### config.mk
export PLATFORM = sky130hd
export DESIGN_NAME = sub_sched
export DESIGN_NICKNAME = d
export VERILOG_FILES = /design/src/rtl/sub_sched.sv
export SDC_FILE = /design/constraint.sdc
export NUM_CORES = 1
export LEC_CHECK = 0
export CORE_MARGIN = 4
export CORE_UTILIZATION = 30
export DETAILED_ROUTE_END_ITERATION = 8
export PLACE_DENSITY = 0.55
export SYNTH_ARGS = -nofsm -noshare
export SYNTH_HDL_FRONTEND = slang
export SYNTH_SLANG_ARGS = --single-unit
### constraint.sdc
create_clock -name clk -period 2.1 [get_ports clk]
set_clock_uncertainty 0.2 [all_clocks]
set_input_delay 0.525 -clock clk [delete_from_list [all_inputs] [get_ports clk]]
set_output_delay 0.525 -clock clk [all_outputs]
set_load 0.005 [all_outputs]
### src/rtl/sub_sched.sv
// sub_sched: two requesters share one SLICE-bit serial subtractor through a round-robin front end.
// Defining SUB_SCHED_ZERO_FLAG_EN adds the resp_zero output.
module sub_sched #(
  parameter int N     = 16,
  parameter int SLICE = 4
) (
  input  logic         clk,
  input  logic         rst,
  input  logic         req0_valid,
  output logic         req0_ready,
  input  logic [N-1:0] req0_a,
  input  logic [N-1:0] req0_b,
  input  logic         req0_bin,
  input  logic         req1_valid,
  output logic         req1_ready,
  input  logic [N-1:0] req1_a,
  input  logic [N-1:0] req1_b,
  input  logic         req1_bin,
  output logic         resp_valid,
  input  logic         resp_ready,
  output logic [N-1:0] resp_diff,
  output logic         resp_bo,
  output logic         resp_id,
`ifdef SUB_SCHED_ZERO_FLAG_EN
  output logic         resp_zero,
`endif
  output logic         busy
);

  localparam int NS = N / SLICE;
  localparam int KW = $clog2(NS + 1);
  localparam int IW = (N > 1) ? $clog2(N) : 1;
  localparam logic [KW-1:0] K_END = KW'(NS);

  typedef enum logic [1:0] {
    IDLE = 2'd0,
    CALC = 2'd1,
    DONE = 2'd2
  } state_t;

  state_t          state_r;
  logic [N-1:0]    a_r;
  logic [N-1:0]    b_r;
  logic [N-1:0]    diff_r;
  logic            borrow_r;
  logic            last_r;
  logic            id_r;
  logic [KW-1:0]   k_r;
  logic            grant0_s;
  logic            grant1_s;
  logic [SLICE-1:0] slice_s;
  logic            slice_bo_s;
  logic [IW-1:0]   base_s;

  // Top bit of the widened difference is the borrow out of the slice.
  function automatic logic [SLICE:0] sub_slice(input logic [SLICE-1:0] x,
                                                input logic [SLICE-1:0] y,
                                                input logic bin);
    logic [SLICE:0] t;
    t = {1'b0, x} - {1'b0, y} - {{SLICE{1'b0}}, bin};
    return t;
  endfunction

  // Round-robin grant; offered only while idle, last_r=1 means requester 0 goes next.
  always_comb begin
    grant0_s = 1'b0;
    grant1_s = 1'b0;
    if (state_r == IDLE) begin
      if (req0_valid && req1_valid) begin
        grant0_s = last_r;
        grant1_s = ~last_r;
      end else begin
        grant0_s = req0_valid;
        grant1_s = req1_valid;
      end
    end else begin
      grant0_s = 1'b0;
      grant1_s = 1'b0;
    end
  end

  assign req0_ready = grant0_s;
  assign req1_ready = grant1_s;

  // Operands shift right each cycle so the live slice always sits in the low bits.
  always_comb begin
    {slice_bo_s, slice_s} = sub_slice(a_r[SLICE-1:0], b_r[SLICE-1:0], borrow_r);
    base_s = IW'(int'(k_r) * SLICE);
  end

  // Control FSM, serial datapath and registered response outputs.
  always_ff @(posedge clk) begin
    if (rst) begin
      state_r    <= IDLE;
      a_r        <= {N{1'b0}};
      b_r        <= {N{1'b0}};
      diff_r     <= {N{1'b0}};
      borrow_r   <= 1'b0;
      last_r     <= 1'b1;
      id_r       <= 1'b0;
      k_r        <= {KW{1'b0}};
      resp_valid <= 1'b0;
      resp_diff  <= {N{1'b0}};
      resp_bo    <= 1'b0;
      resp_id    <= 1'b0;
      busy       <= 1'b0;
`ifdef SUB_SCHED_ZERO_FLAG_EN
      resp_zero  <= 1'b0;
`endif
    end else begin
      case (state_r)
        IDLE: begin
          if (grant1_s) begin
            a_r      <= req1_a;
            b_r      <= req1_b;
            borrow_r <= req1_bin;
            id_r     <= 1'b1;
            last_r   <= 1'b1;
            k_r      <= {KW{1'b0}};
            busy     <= 1'b1;
            state_r  <= CALC;
          end else if (grant0_s) begin
            a_r      <= req0_a;
            b_r      <= req0_b;
            borrow_r <= req0_bin;
            id_r     <= 1'b0;
            last_r   <= 1'b0;
            k_r      <= {KW{1'b0}};
            busy     <= 1'b1;
            state_r  <= CALC;
          end
        end
        CALC: begin
          // One extra edge after the last slice publishes the finished result.
          if (k_r == K_END) begin
            resp_valid <= 1'b1;
            resp_diff  <= diff_r;
            resp_bo    <= borrow_r;
            resp_id    <= id_r;
`ifdef SUB_SCHED_ZERO_FLAG_EN
            resp_zero  <= (diff_r == {N{1'b0}});
`endif
            state_r    <= DONE;
          end else begin
            diff_r[base_s +: SLICE] <= slice_s;
            borrow_r <= slice_bo_s;
            a_r      <= a_r >> SLICE;
            b_r      <= b_r >> SLICE;
            k_r      <= k_r + KW'(1'b1);
          end
        end
        DONE: begin
          if (resp_ready) begin
            resp_valid <= 1'b0;
            busy       <= 1'b0;
`ifdef SUB_SCHED_ZERO_FLAG_EN
            resp_zero  <= 1'b0;
`endif
            state_r    <= IDLE;
          end
        end
        default: begin
          state_r    <= IDLE;
          resp_valid <= 1'b0;
          busy       <= 1'b0;
        end
      endcase
    end
  end

endmodule

# == Word level (Yosys, flattened, before mapping) ==
# Cells that the tools add are included.
# word_totals
output_inout_bits,22
inputBits,71
wordCells,75
reg_bits,76
# classes
n_eq_ne,7
shifts,2
addsub,4
bitwise_logic,4
mux,34
n_reduce_logical,11
# op_table
operator,count
two-way mux 16 bit,6
case mux 16 bit (2 select lines),2
bitwise mux 16 bit,1
"variable shift 4 x 6 -> 16 bit, first input constant",1
variable part select 4 x 6 -> 16 bit,1
two-way mux 1 bit,13
AND reduction 3 bit,4
two-way mux 3 bit,3
two-way mux 2 bit,4
"!= test 2 bit, second input constant",3
negator 4 -> 6 bit,1
case mux 1 bit (3 select lines),2
case mux 2 bit (3 select lines),1
case mux 3 bit (2 select lines),1
AND reduction 2 bit,3
subtractor 4 x 4 -> 5 bit,1
subtractor 5 x 1 -> 5 bit,1
inverter 1 bit,4
nonzero test 2 bit,2
"adder 3 x 1 -> 3 bit, second input constant",1
"== test 3 bit, second input constant",1
"!= test 3 bit, second input constant",1
"== test 2 x 1 -> 1 bit, second input constant",1
"== test 2 bit, second input constant",1
3 further kinds,3

# == Depth between registers and ports, before layout ==
# depth
depth_word,6
ltp_mapped,8
mapped_depth_nobuf,8

# == Worst setup path before layout ==
# No wires, ideal clock.
# synth_timing
kind,register to register
from,reg k_r[0]
to,reg a_r[0]
required_ns,1.816
n_path_buf,2
setup_ns,0.084
synth_period_minus_slack_ns,2.221
arrival_ns,1.937
path_stages_with_launch,9
slack_ns,-0.121
cell_sequence,dfxtp_1 > inv_1 > ha_1 > and3_1 > or3_4 > nand2b_4 > buf_6 > buf_6 > o31ai_2
# synth_between
elab_chain_len,3
# synth_rtl
element,line,rtl
"start, declared",48,logic [KW-1:0] k_r;
"start signal, assigned",101,k_r <= {KW{1'b0}};
"start signal, assigned",119,k_r <= {KW{1'b0}};
"start signal, assigned",128,k_r <= {KW{1'b0}};
== test 3 bit,135,if (k_r == K_END) begin
!= test 2 bit (no source line),--,
AND reduction 3 bit (no source line),--,
"end signal, assigned",114,a_r <= req1_a;
"end signal, assigned",123,a_r <= req0_a;
"end signal, assigned",147,a_r <= a_r >> SLICE;
"end, declared",42,logic [N-1:0] a_r;
# No other way between the ends.
# A chain may end at the register's enable or synchronous reset.

# == Final worst setup path ==
# layout_timing
from,reg a_r[0]
to,reg diff_r[15]
# layout_between
elab_chain_len,4
# layout_rtl
element,line,rtl
"start signal, assigned",95,a_r <= {N{1'b0}};
"start signal, assigned",114,
"start signal, assigned",123,
subtractor 4 x 4 -> 5 bit,60,"t = {1'b0, x} - {1'b0, y} - {{SLICE{1'b0}}, bin};"
subtractor 5 x 1 -> 5 bit,60,
variable part select 4 x 6 -> 16 bit,145,diff_r[base_s +: SLICE] <= slice_s;
bitwise mux 16 bit,145,
"end signal, assigned",97,diff_r <= {N{1'b0}};
"end signal, assigned by index",145,
"end, declared",44,logic [N-1:0] diff_r;
# No other way between the ends.

==> impl_metrics.py <==
metrics = {
    "timing": {
        "report.final.hold_viol_count": 0,
        "timing_worst_slew_pin_value_ps": 497,
        "fin_hold_ws_ps": 250,
        "setup_viol": 0,
        "final_critical_path_setup_slack_ps": 26.6,
        "rsz_0062_raised_after_global_routing": "yes",
        "timing.final.max_slew_violations": 0,
        "timing.final.crit_share_pct": 98.7,
        "post_layout_min_period_ps": 2070,
        "worst_slew_margin_rel_pct": 66.8,
        "timing.setup.tns_ps": 0,
        "fmaxAchievable_mhz": 482,
    },
    "global_route": {
        "grt_first_pass_wirelength_um": 16300,
        "grt_pass1_vias": 3562,
        "global_route.usage.total_pct": 13.7,
        "grt_antenna_before_repair": 0,
        "grt_max_degree": 49,
        "globalRoute.totalOverflow": 0,
    },
    "route": {
        "wirelength_um": 9710,
        "antenna_left": 0,
        "drtPass1Iterations": 4,
        "via_per_inst": 4.71,
        "num_vias": 3448,
        "remaining_drc_errors": 0,
        "avg_wl_per_cell_um": 13.3,
        "drtIter0Drc": 127,
    },
    "worst_setup_path": {
        "crit_path_end_kind": "register",
        "cp_data_required_time_ps": 2160,
        "setup.worst_path.class": "reg -> reg",
        "worst-r2r-cell-count": 6,
        "critPathMaxStageDelay_ps": 420,
        "cpMaxStageDelayCell": "sky130_fd_sc_hd__fa_2",
        "timing.rr.start": "a_r[0]",
        "setup.worst_path.start_class": "register",
        "worstPathMaxFanout": 4,
        "worst-r2r-setup-slack_ps": 30,
        "reg2reg_to": "diff_r[15]",
        "critPathArrivalTime_ps": 2130,
        "critical_path_cell_list": "fa_2 -> ha_4 -> nand2_4 -> and4_4 -> or3_4 -> a21oi_2",
    },
    "layout": {
        "syn2layout_area_growth_pct": 43.5,
        "final_area_sq_um": 5410,
        "diodes": 0,
        "layout.cells.non_filler": 732,
        "fill_cells": 1229,
        "design.final.nets": 642,
        "drive_above_1_share_pct": 15.4,
    },
    "placement": {
        "dp_cells": 715,
        "postPlaceCellArea_sq_um": 5020,
        "place_congestion": 0.801,
        "io_buffer_count": 92,
        "dpl.hpwl_um": 7380,
        "detailedPlace.worstSlack_ps": -476,
    },
    "run_status": {
        "status": "complete, no violations",
    },
    "cts": {
        "worst_skew_pair.late_latency_ps": 330,
        "clk_path_buf_depth": 2,
        "tritoncts.num_buffers": 9,
        "clockRootBuffer": "sky130_fd_sc_hd__clkbuf_16",
        "tritoncts": "built",
        "htree_levels": 3,
        "clock_sinks": 76,
        "cts.clk_slew.worst_paths_ps": 60,
        "cts_hold_repair.buffers": 0,
    },
    "floorplanning": {
        "placement_rows": 40,
        "placeableCoreArea_sq_um": 12200,
        "initial_core_utilization_pct": 31.0,
        "design.die.area_sq_um": 14400,
        "pin_count": 93,
        "die_y_um": 120,
        "floorplan.die.width_um": 120,
    },
    "power": {
        "ir_worst_vdd_v": 0.000462,
        "power.density_nw_per_um2": 715,
        "static_leakage_uw": 0.00209,
    },
    "yosys": {
        "synth_top_cell_area_share_pct": 40.4,
        "ys_top_cells_by_area": "sky130_fd_sc_hd__dfxtp_1, sky130_fd_sc_hd__nand2_1, sky130_fd_sc_hd__o31ai_2, sky130_fd_sc_hd__a211oi_1, sky130_fd_sc_hd__a21oi_1",
        "ys.warnings.count": 0,
        "syn_avg_cell_area_sq_um": 8.23,
        "postSynth.topFlopCell": "sky130_fd_sc_hd__dfxtp_1",
        "synth_seq_area_share_pct": 40.4,
        "ys_ff_latch": 76,
        "post_synth_num_cell_types": 43,
        "async_reset_ff_share_pct": 0,
        "post_synth_instance_area_sq_um": 3770,
        "synthMostInstantiatedCell": "sky130_fd_sc_hd__nand2_1",
        "synthesis.nets": 541,
        "syn_inst": 458,
        "synth_largest_area_cell": "sky130_fd_sc_hd__dfxtp_1",
        "count_of_flip_flops_with_a_built_in_enable_after_synthesis": 0,
        "synthTopCellsByCount": "sky130_fd_sc_hd__nand2_1, sky130_fd_sc_hd__dfxtp_1, sky130_fd_sc_hd__nor2_1",
    },
    "hold_path": {
        "min_path_type": "reg -> reg",
        "hold_path.startpoint": "resp_diff[4]",
        "worst_hold_path.endpoint": "resp_diff[4]",
        "timing.hold.worst_path_depth": 2,
    },
    "job": {
        "cap_violations": 0,
    },
}
## logic make-up (layout without fill, tap and decap cells)
group	after synthesis	in the layout	share of synthesized area (%)
AO/OA/AOI/OAI	124	124	24.3
XOR/XNOR	2	2	0.465
adder cells (fa/ha/maj)	12	12	4.38
buffers and inverters	50	156	5.91
flip-flops	76	76	40.4
AND/OR/NAND/NOR	194	194	24.6
## what timing repair did
item / CTS / global route
setup buffers: 1 / 0
pin swaps: 2 / 10
endpoints found under the setup margin: 10 / 14
gates resized for setup: 11 / 17
## stage by stage
stage          total power [uW]  util, %
6_report                   3870     44.5
5_1_grt                    4060     44.5
4_1_cts                    3870     44.0
3_5_place_dp               2310     41.3
3_3_place_gp               2300     41.3
2_1_floorplan              1990        -
## layer usage
| layer | vias to the layer above | track usage, % | part of all wire, % |
|---|---|---|---|
| met1 | 1552 | 16.4 | 44 |
| li1 | 1816 | - | - |
| met5 | - | 0 | 0 |
| met2 | 71 | 24.9 | 50 |
| met4 | 0 | 3.65 | 1.1 |
| met3 | 9 | 2.73 | 4.6 |
## registers in the layout, indices dropped and copies added (netlist names)
| signal | cells |
|---|---|
| resp_diff | 16 |
| diff_r | 16 |
| resp_id | 1 |
| last_r | 1 |
| k_r | 3 |
| busy | 1 |
| resp_valid | 1 |
| borrow_r | 1 |
| resp_bo | 1 |
| a_r | 16 |
| id_r | 1 |
| state_r | 2 |
| b_r | 16 |
## cell type report
cell class | instances | area [sq um] | share of cell area [%]
clock buffers | 12 | 256 | 4.74
clock inverters | 4 | 47.5 | 0.879
inverters | 18 | 67.6 | 1.25
multi-input cells | 332 | 2100 | 38.9
flip-flops and latches | 76 | 1530 | 28.3
well taps | 168 | 210 | 3.88
repair buffers | 122 | 1200 | 22.1
## cells in the final DEF (no fill, tap or decap), types with 14 or more instances in the layout
cell type	netlist	final
sky130_fd_sc_hd__a211oi_1	26	26
sky130_fd_sc_hd__a21oi_1	35	33
sky130_fd_sc_hd__and3_1	27	27
sky130_fd_sc_hd__buf_4	0	25
sky130_fd_sc_hd__clkdlybuf4s50_1	0	88
sky130_fd_sc_hd__dfxtp_1	76	72
sky130_fd_sc_hd__inv_1	18	15
sky130_fd_sc_hd__nand2_1	83	82
sky130_fd_sc_hd__nand3_1	14	14
sky130_fd_sc_hd__nor2_1	40	40
sky130_fd_sc_hd__o31ai_2	19	18
## power breakdown
group	total [uW]	switching [uW]	leakage, uW	internal [uW]
clock network	1550	568	0.000149	981
logic	758	361	0.00132	398
registers	1560	46.8	0.000622	1520
## worst max-delay path, delay by kind of cell (launching register included)
family	cells	cell delay [ps]
adder cells (fa/ha/maj)	2	710
AND/OR/NAND/NOR	3	620
flip-flops	1	360
AO/OA/AOI/OAI	1	110
## worst max path at each step
| stage | startpoint | endpoint | slack (ps) | cells past startpoint |
|---|---|---|---|---|
| floorplan | k_r[1] | a_r[0] | 8 | 8 |
| global placement | req1_valid | req1_ready | -460 | 5 |
| detailed placement | req1_valid | req1_ready | -480 | 5 |
| CTS | b_r[0] | diff_r[11] | 8 | 7 |
| global route | a_r[0] | diff_r[15] | -30 | 6 |
| finish | a_r[0] | diff_r[15] | 30 | 6 |
Note: power is estimated with default switching activity, not from simulation.
